File: src/rtl/bp_access_if.sv
// bp_access_if: lookup, update-queue and predictor-port signals of bp_access_ctrl
interface bp_access_if;
  logic        lk_valid;
  logic [31:0] lk_pc;
  logic        lk_ready;
  logic        pred_valid;
  logic        pred_taken;
  logic        flush;
  logic        upd_valid;
  logic [31:0] upd_pc;
  logic        upd_taken;
  logic        upd_ready;
  logic        bp_reset;
  logic [31:0] bp_pc;
  logic        bp_update_en;
  logic        bp_update_val;
  logic        bp_prediction;
  modport master (
    output lk_valid, lk_pc, flush, upd_valid, upd_pc, upd_taken, bp_prediction,
    input  lk_ready, pred_valid, pred_taken, upd_ready, bp_reset, bp_pc, bp_update_en, bp_update_val
  );
  modport slave (
    input  lk_valid, lk_pc, flush, upd_valid, upd_pc, upd_taken, bp_prediction,
    output lk_ready, pred_valid, pred_taken, upd_ready, bp_reset, bp_pc, bp_update_en, bp_update_val
  );
endinterface

File: src/rtl/bp_access_ctrl.sv
// bp_access_ctrl: arbitrates fetch lookups and queued resolved-branch updates onto the predictor pc port
module bp_access_ctrl #(
  parameter int UQ_DEPTH      = 4,
  parameter int MAX_LK_STREAK = 3,
  parameter int INIT_CYCLES   = 2
) (
  input logic        clk,
  input logic        reset_n,
  bp_access_if.slave bus
);
  localparam int AW = $clog2(UQ_DEPTH);
  localparam int SW = $clog2(MAX_LK_STREAK + 1);
  localparam int IW = $clog2(INIT_CYCLES + 1);
  typedef enum logic [2:0] {INIT, IDLE, LK_RD, LK_WAIT, LK_RESP, UP_RD, UP_WR} state_t;
  state_t              state, state_n;
  logic [31:0]         q_pc [UQ_DEPTH];
  logic [UQ_DEPTH-1:0] q_tk;
  logic [AW:0]         wr_ptr, rd_ptr;
  logic [SW-1:0]       streak;
  logic [IW-1:0]       init_cnt;
  logic [31:0]         pc_q;
  logic                val_q, flushed;
  logic                empty, full, idle, grant, accept, push, upd_ready, pred_valid;
  assign empty      = wr_ptr == rd_ptr;
  assign full       = (wr_ptr[AW] != rd_ptr[AW]) && (wr_ptr[AW-1:0] == rd_ptr[AW-1:0]);
  assign idle       = state == IDLE;
  assign grant      = idle && !empty && (full || streak == SW'(MAX_LK_STREAK) || !bus.lk_valid);
  assign accept     = idle && !grant && bus.lk_valid;
  assign upd_ready  = state != INIT && !full;
  assign push       = bus.upd_valid && upd_ready;
  assign pred_valid = state == LK_RESP && !flushed && !bus.flush;
  assign bus.lk_ready      = idle && !grant;
  assign bus.upd_ready     = upd_ready;
  assign bus.pred_valid    = pred_valid;
  assign bus.pred_taken    = pred_valid && bus.bp_prediction;
  assign bus.bp_reset      = state == INIT;
  assign bus.bp_pc         = pc_q;
  assign bus.bp_update_en  = state == UP_WR;
  assign bus.bp_update_val = state == UP_WR && val_q;
  // next state: fixed-length lookup/update sequences launched from IDLE
  always_comb begin
    state_n = state;
    case (state)
      INIT:    state_n = init_cnt == IW'(INIT_CYCLES - 1) ? IDLE : INIT;
      IDLE:    state_n = grant ? UP_RD : accept ? LK_RD : IDLE;
      LK_RD:   state_n = LK_WAIT;
      LK_WAIT: state_n = LK_RESP;
      LK_RESP: state_n = IDLE;
      UP_RD:   state_n = UP_WR;
      UP_WR:   state_n = IDLE;
      default: state_n = INIT;
    endcase
  end
  // control state, queue pointers, streak and the captured access operands
  always_ff @(posedge clk or negedge reset_n) begin
    if (!reset_n) begin
      state    <= INIT;
      init_cnt <= '0;
      wr_ptr   <= '0;
      rd_ptr   <= '0;
      streak   <= '0;
      pc_q     <= '0;
      val_q    <= 1'b0;
      flushed  <= 1'b0;
    end else begin
      state    <= state_n;
      init_cnt <= state == INIT ? init_cnt + 1'b1 : '0;
      wr_ptr   <= push ? wr_ptr + 1'b1 : wr_ptr;
      rd_ptr   <= grant ? rd_ptr + 1'b1 : rd_ptr;
      streak   <= (grant || empty) ? '0 : accept ? streak + 1'b1 : streak;
      pc_q     <= grant ? q_pc[rd_ptr[AW-1:0]] : accept ? bus.lk_pc : pc_q;
      val_q    <= grant ? q_tk[rd_ptr[AW-1:0]] : val_q;
      flushed  <= accept ? 1'b0 : (bus.flush && (state == LK_RD || state == LK_WAIT)) ? 1'b1 : flushed;
    end
  end
  // update queue storage
  always_ff @(posedge clk) begin
    if (push) begin
      q_pc[wr_ptr[AW-1:0]] <= bus.upd_pc;
      q_tk[wr_ptr[AW-1:0]] <= bus.upd_taken;
    end
  end
endmodule

File: src/flat_wrapper.sv
// flat-port wrapper written by rule: the top's interface ports become plain ports
module bp_access_ctrl_flat 
#(
  parameter int UQ_DEPTH      = 4,
  parameter int MAX_LK_STREAK = 3,
  parameter int INIT_CYCLES   = 2
)
  (clk, reset_n, bus_lk_valid, bus_lk_pc, bus_flush, bus_upd_valid, bus_upd_pc, bus_upd_taken, bus_bp_prediction, bus_lk_ready, bus_pred_valid, bus_pred_taken, bus_upd_ready, bus_bp_reset, bus_bp_pc, bus_bp_update_en, bus_bp_update_val);
  bp_access_if bus_i ();
  input logic clk;
  input logic reset_n;
  input wire logic [$bits(bus_i.lk_valid)-1:0] bus_lk_valid;
  input wire logic [$bits(bus_i.lk_pc)-1:0] bus_lk_pc;
  input wire logic [$bits(bus_i.flush)-1:0] bus_flush;
  input wire logic [$bits(bus_i.upd_valid)-1:0] bus_upd_valid;
  input wire logic [$bits(bus_i.upd_pc)-1:0] bus_upd_pc;
  input wire logic [$bits(bus_i.upd_taken)-1:0] bus_upd_taken;
  input wire logic [$bits(bus_i.bp_prediction)-1:0] bus_bp_prediction;
  output wire logic [$bits(bus_i.lk_ready)-1:0] bus_lk_ready;
  output wire logic [$bits(bus_i.pred_valid)-1:0] bus_pred_valid;
  output wire logic [$bits(bus_i.pred_taken)-1:0] bus_pred_taken;
  output wire logic [$bits(bus_i.upd_ready)-1:0] bus_upd_ready;
  output wire logic [$bits(bus_i.bp_reset)-1:0] bus_bp_reset;
  output wire logic [$bits(bus_i.bp_pc)-1:0] bus_bp_pc;
  output wire logic [$bits(bus_i.bp_update_en)-1:0] bus_bp_update_en;
  output wire logic [$bits(bus_i.bp_update_val)-1:0] bus_bp_update_val;
  assign bus_i.lk_valid = bus_lk_valid;
  assign bus_i.lk_pc = bus_lk_pc;
  assign bus_i.flush = bus_flush;
  assign bus_i.upd_valid = bus_upd_valid;
  assign bus_i.upd_pc = bus_upd_pc;
  assign bus_i.upd_taken = bus_upd_taken;
  assign bus_i.bp_prediction = bus_bp_prediction;
  assign bus_lk_ready = bus_i.lk_ready;
  assign bus_pred_valid = bus_i.pred_valid;
  assign bus_pred_taken = bus_i.pred_taken;
  assign bus_upd_ready = bus_i.upd_ready;
  assign bus_bp_reset = bus_i.bp_reset;
  assign bus_bp_pc = bus_i.bp_pc;
  assign bus_bp_update_en = bus_i.bp_update_en;
  assign bus_bp_update_val = bus_i.bp_update_val;
  bp_access_ctrl #(.UQ_DEPTH(UQ_DEPTH), .MAX_LK_STREAK(MAX_LK_STREAK), .INIT_CYCLES(INIT_CYCLES)) u_core (.clk(clk), .reset_n(reset_n), .bus(bus_i));
endmodule
File: config.mk
export PLATFORM = sky130hd
export DESIGN_NAME = bp_access_ctrl_flat
export DESIGN_NICKNAME = d
export VERILOG_FILES = /design/src/rtl/bp_access_if.sv /design/src/rtl/bp_access_ctrl.sv /design/src/flat_wrapper.sv
export SDC_FILE = /design/constraint.sdc
export NUM_CORES = 1
export LEC_CHECK = 0
export CAP_MARGIN = 30
export CORE_MARGIN = 10
export CORE_UTILIZATION = 54
export CTS_BUF_LIST = sky130_fd_sc_hd__clkbuf_8 sky130_fd_sc_hd__clkbuf_16
export DETAILED_ROUTE_END_ITERATION = 12
export GPL_TIMING_DRIVEN = 1
export PLACE_DENSITY = 0.79
export SLEW_MARGIN = 20
export SYNTH_ARGS = -nofsm -noshare
export SYNTH_HDL_FRONTEND = slang
export SYNTH_SLANG_ARGS = --single-unit
File: constraint.sdc
create_clock -name clk -period 3.9 [get_ports clk]
set_clock_uncertainty 0.2 [all_clocks]
set_input_delay 0.975 -clock clk [delete_from_list [all_inputs] [get_ports clk]]
set_output_delay 0.975 -clock clk [all_outputs]
set_load 0.01 [all_outputs]
=== Word-level counts from Yosys, hierarchy flattened ===
Memories as Yosys holds them, arrays and structs flattened.
Cells that the tools add are included.

* Register bits: 51
* RAM bits: 128
* Bits of input ports: 71
* Output and inout bits: 39
* Word-level logic and storage cells: 75
* Memories kept: 1

{| class="wikitable"
|+ Memories
! name !! depth !! width !! rd ports !! clocked after Yosys merged registers in !! wr ports !! line !! RTL
|-
| u_core.q_pc || 4 || 32 || 1 || 0 || 1 || bp_access_ctrl.sv:16 || <nowiki>logic [31:0] q_pc [UQ_DEPTH];</nowiki>
|}

* Add/subtract/negate cells: 4
* $lt $le $gt $ge: 3
* Equality and inequality tests: 11
* Mux-type cells: 18
* Reductions and logical operators: 29

{| class="wikitable"
|+ Operators with widths
! kind !! number
|-
| $mux 32 || 2
|-
| $pmux 3 s6 || 1
|-
| $logic_and 1x1->1 || 13
|-
| $eq 3x3->1 const B || 3
|-
| $mux 2 || 4
|-
| $mux 1 || 7
|-
| $add 3x1->3 const B || 2
|-
| $eq 3x2->1 const B || 2
|-
| $logic_not 1->1 || 6
|-
| $lt 2x3->1 const B || 2
|-
| $reduce_bool 2->1 || 3
|-
| $add 2x1->2 const B || 2
|-
| $bwmux 4 || 1
|-
| $logic_or 1x1->1 || 4
|-
| $eq 3x1->1 const B || 1
|-
| $eq 3x3->1 || 1
|-
| $logic_not 3->1 || 1
|-
| $mux 3 || 1
|-
| $reduce_bool 3->1 || 1
|-
| $bmux 1 s2 || 1
|-
| $demux 1 s2 || 1
|-
| $eq 2x1->1 const B || 1
|-
| $eq 2x2->1 || 1
|-
| $eq 2x2->1 const B || 1
|-
| other kinds (3) || 3
|}

=== Longest topological paths before layout ===
* Depth in word-level cells: 11
* Gate-level depth with buffers: 8
* Gate-level depth less buffers: 6

=== Worst setup path before layout ===
No wires, ideal clock.

* Kind: in2out
* Start: input port bus_flush
* End: output port bus_pred_taken
* Data arrival time: 1837 ps
* Data required time: 2725 ps
* Setup slack: 888 ps
* Stages: 3
* Buffers on the path: 0
* Path through: or3_1 nor3_1 and2_1

* Word-level cells in the longest chain between the ends: 3

{| class="wikitable"
|+ Ends and longest elaborated chain
! element !! line !! RTL
|-
| from (decl) || flat_wrapper.sv:14 || <nowiki>input wire logic [$bits(bus_i.flush)-1:0] bus_flush;</nowiki>
|-
| $logic_not 1->1 || bp_access_ctrl.sv:31 || <nowiki>assign pred_valid = state == LK_RESP && !flushed && !bus.flush;</nowiki>
|-
| $logic_and 1x1->1 || bp_access_ctrl.sv:31 ||
|-
| named net bus_pred_valid || flat_wrapper.sv:20 || <nowiki>output wire logic [$bits(bus_i.pred_valid)-1:0] bus_pred_valid;</nowiki>
|-
| $logic_and 1x1->1 || bp_access_ctrl.sv:35 || <nowiki>assign bus.pred_taken = pred_valid && bus.bp_prediction;</nowiki>
|-
| to (decl) || flat_wrapper.sv:21 || <nowiki>output wire logic [$bits(bus_i.pred_taken)-1:0] bus_pred_taken;</nowiki>
|}

The timed path passes the listed nets, and every way through them passes these cells.

=== Final worst setup path ===
* Start: input port bus_flush
* End: output port bus_pred_taken

* Word-level cells in the longest chain between the ends: 3

{| class="wikitable"
|+ Ends and longest elaborated chain
! element !! line
|-
| $logic_not 1->1 || bp_access_ctrl.sv:31
|-
| $logic_and 1x1->1 || bp_access_ctrl.sv:31
|-
| $logic_and 1x1->1 || bp_access_ctrl.sv:35
|}

Every way passes these cells.

==> impl_metrics.py <==
metrics = {
    "outcome": {
        "status": "completed",
    },
    "route": {
        "drc": 0,
        "totalWireLength_um": 15240,
        "vias_per_cell": 5.644,
        "via_count": 4199,
        "wl_per_cell_um": 20.49,
        "drt_iter0_markers": 269,
        "final_antenna_net_count": 0,
        "dr.pass1.iters": 4,
    },
    "cells_and_area": {
        "multiInputGateArea_mm2": 0.002182,
        "fin_util_pct": 69.77,
        "nets": 633,
        "regArea_mm2": 0.005142,
        "antenna_cells": 0,
        "final_layout_size_suffix_gt1_share_pct": 16.55,
        "fill_cells": 889,
        "fin_area_mm2": 0.009349,
        "area.growth.synth_to_final_pct": 24.87,
    },
    "timing": {
        "timing.fmax_mhz": 263.6,
        "finalMaxSlewViolations": 0,
        "min_period_over_period_pct": 97.28,
        "hold_viol": 0,
        "slew_headroom_pct": 46.40,
        "fin_setup_tns_ns": 0,
        "worst_slew_pin_slew_ns": 0.8039,
        "final.min_clock_period_ns": 3.794,
        "rsz0062_at_grt": "false",
        "setup_viol": 0,
    },
    "global_route": {
        "antenna_found_initial": 1,
        "grt_overflow_total": 0,
        "grt_pass1_wl_um": 24270,
        "grtUsageTotal_pct": 16.98,
        "grt_pass1_vias": 4591,
        "grt_start_max_net_pins": 69,
    },
    "synth": {
        "synth-edff-count": 132,
        "synth_commonest_cells": "edfxtp_1 (132), dfrtp_1 (47)",
        "ys_ff_latch": 179,
        "ys_seq_area_share_pct": 68.65,
        "synth.most_common_cell": "edfxtp_1",
        "synth_compound_area_share_pct": 8.824,
        "syn_nets": 520,
        "yosys.area_share.simple_pct": 7.420,
        "synth_cell_type_count": 40,
        "synthXorXnorAreaFrac_pct": 1.153,
        "synth_flop_cell": "edfxtp_1",
        "syn_avg_cell_area_um2": 16.94,
        "synth_cells": 442,
        "synth_top_area_cell": "edfxtp_1",
        "muxShareOfSynthArea_pct": 10.23,
        "yosys_warnings": 0,
        "yosysTopAreaCellShare_pct": 52.94,
        "synthArstFlopShare_pct": 26.26,
        "synthTopCellsByArea": "edfxtp_1 (53%), dfrtp_1 (16%), mux4_2 (9.9%)",
        "synth_top_family_by_area": "multiplexers",
        "synth_adder_area_share_pct": 1.170,
        "syn_area_mm2": 0.007487,
    },
    "clock_network": {
        "clk_pin_slew_ns": 0.06,
        "cts.sinks": 179,
        "root_buffer": "clkbuf_16",
        "cts_hold_buf": 0,
        "post_cts_resized": 0,
        "cts_tree": "built",
        "post_cts_buffers": 0,
        "h-tree-depth": 4,
        "insertion_delay_ns": 0.43,
        "cts_buffers": 17,
        "clk_path_buf_depth": 2,
    },
    "power_and_ir_drop": {
        "p_sw_uw": 2387,
        "power_frac_seq_pct": 38.4,
        "swShare_pct": 32.15,
        "pwr-share-comb_pct": 40.3,
        "p_clk_share_pct": 21.3,
        "powerDensity_mw_per_mm2": 794.2,
        "ir_drop_v": 0.0004841,
        "p_leak_uw": 0.003367,
        "internal_power_uw": 5038,
    },
    "die": {
        "rows": 42,
        "coreArea_mm2": 0.01340,
        "io_pins": 110,
        "dieArea_mm2": 0.01898,
        "fp.dieW_um": 137.8,
        "dieHeight_um": 137.8,
        "floorplan.initialDensity_pct": 55.87,
    },
    "place": {
        "dp_hpwl_um": 9564,
        "dpl_cell_area_mm2": 0.008793,
        "place.gp.congestion": 0.7744,
        "port_buffers": 109,
    },
    "hold_path": {
        "hold_class": "reg -> reg",
    },
    "setup_path": {
        "start_kind": "primary input",
        "cp.arrival_ns": 2.62,
        "worstPathMaxFanout": 2,
        "cp-end-kind": "primary output",
        "crit_required_ns": 2.72,
        "crit_type": "in -> out",
    },
    "flow_run": {
        "cap_viol_max_count": 0,
    },
}
registers in the layout, indices dropped and copies added (netlist names), 2 cells and up:
signal	count
u_core.bus.bp_pc	32
u_core.init_cnt	2
u_core.q_pc	128
u_core.q_tk	4
u_core.rd_ptr	3
u_core.state	3
u_core.streak	2
u_core.wr_ptr	3
worst paths after layout:
kind	slack [ns]	cells past startpoint	endpoint	start
min	0.25	1	u_core.init_cnt[0]	u_core.init_cnt[0]
max in group asynchronous	2.34	2	u_core.bus.bp_pc[25]	reset_n
max reg2reg	1.12	6	u_core.q_pc[0][2]	u_core.rd_ptr[0]
min in group asynchronous	0.43	1	u_core.state[1]	reset_n
min reg2reg	0.25	1	u_core.init_cnt[0]	u_core.init_cnt[0]
max	0.11	5	bus_pred_taken	bus_flush
cell families (layout without fill, tap and decap cells):
group                      Yosys count  after routing
DFF                                179            179
and+or+nand+nor                     91             91
AOI/OAI and AO/OA                   82             82
buffers and inverters               39            165
muxes                               35             35
xor gates and xnor gates             9              9
adders and majority gates            7              7
per-stage QoR:
| stage | hold WS (ns) | std cells | total power, uW | setup slack (ns) |
|---|---|---|---|---|
| 2_1_floorplan | 0.2095 | 442 | 4869 | 0.8880 |
| 3_3_place_gp | 0.2196 | 712 | 5818 | 0.1413 |
| 3_5_place_dp | 0.2312 | 712 | 5909 | 0.1051 |
| 4_1_cts | 0.2470 | 744 | 7523 | 0.09248 |
| 5_1_grt | 0.2559 | 744 | 7879 | 0.01586 |
| 6_report | 0.2471 | 744 | 7425 | 0.1061 |
cells in the final DEF (no fill, tap or decap), drive strengths merged, types with 9 or more instances in the layout:
cell type	count
edfxtp	132
o31a	33
dfrtp	47
buf	17
a21boi	33
and3	33
clkdlybuf4s50	108
clkbuf	20
mux4	33
inv	9
nand2b	31
power by group through the flow:
stage                     Combinational, uW  Clock [uW]  Sequential (uW)
after CTS                              3060        1610             2850
final                                  2990        1580             2850
after global routing                   3280        1700             2900
after floorplan                        1970           0             2900
after global placement                 2970           0             2850
after detailed placement               3030           0             2880
final cells by class:
type | instances | share of cell area [%]
Multi-Input combinational cell | 224 | 23.34
Clock buffer | 20 | 4.992
Clock inverter | 12 | 0.9502
Tap cell | 176 | 2.355
Sequential cell | 179 | 55.01
Inverter | 8 | 0.3212
Timing Repair Buffer | 125 | 13.04
per-layer routing:
| layer | wire length, um | global-route usage [%] | vias up | share of wire [%] |
|---|---|---|---|---|
| li1 | - | - | 1950 | - |
| met1 | 6280 | 20.34 | 2108 | 41 |
| met2 | 7535 | 27.43 | 114 | 49 |
| met3 | 1085 | 6.082 | 25 | 7.1 |
| met4 | 327 | 6.952 | 2 | 2.1 |
| met5 | 12 | 0 | - | 0.079 |
critical path, cell delays in order:
cell and delay [ns]:
clkdlybuf4s50_1 0.42, or3_1 0.35, nor3_1 0.19, and2_1 0.15
clkdlybuf4s50_1 0.53
No activity file was read; power rests on OpenSTA's default activity.
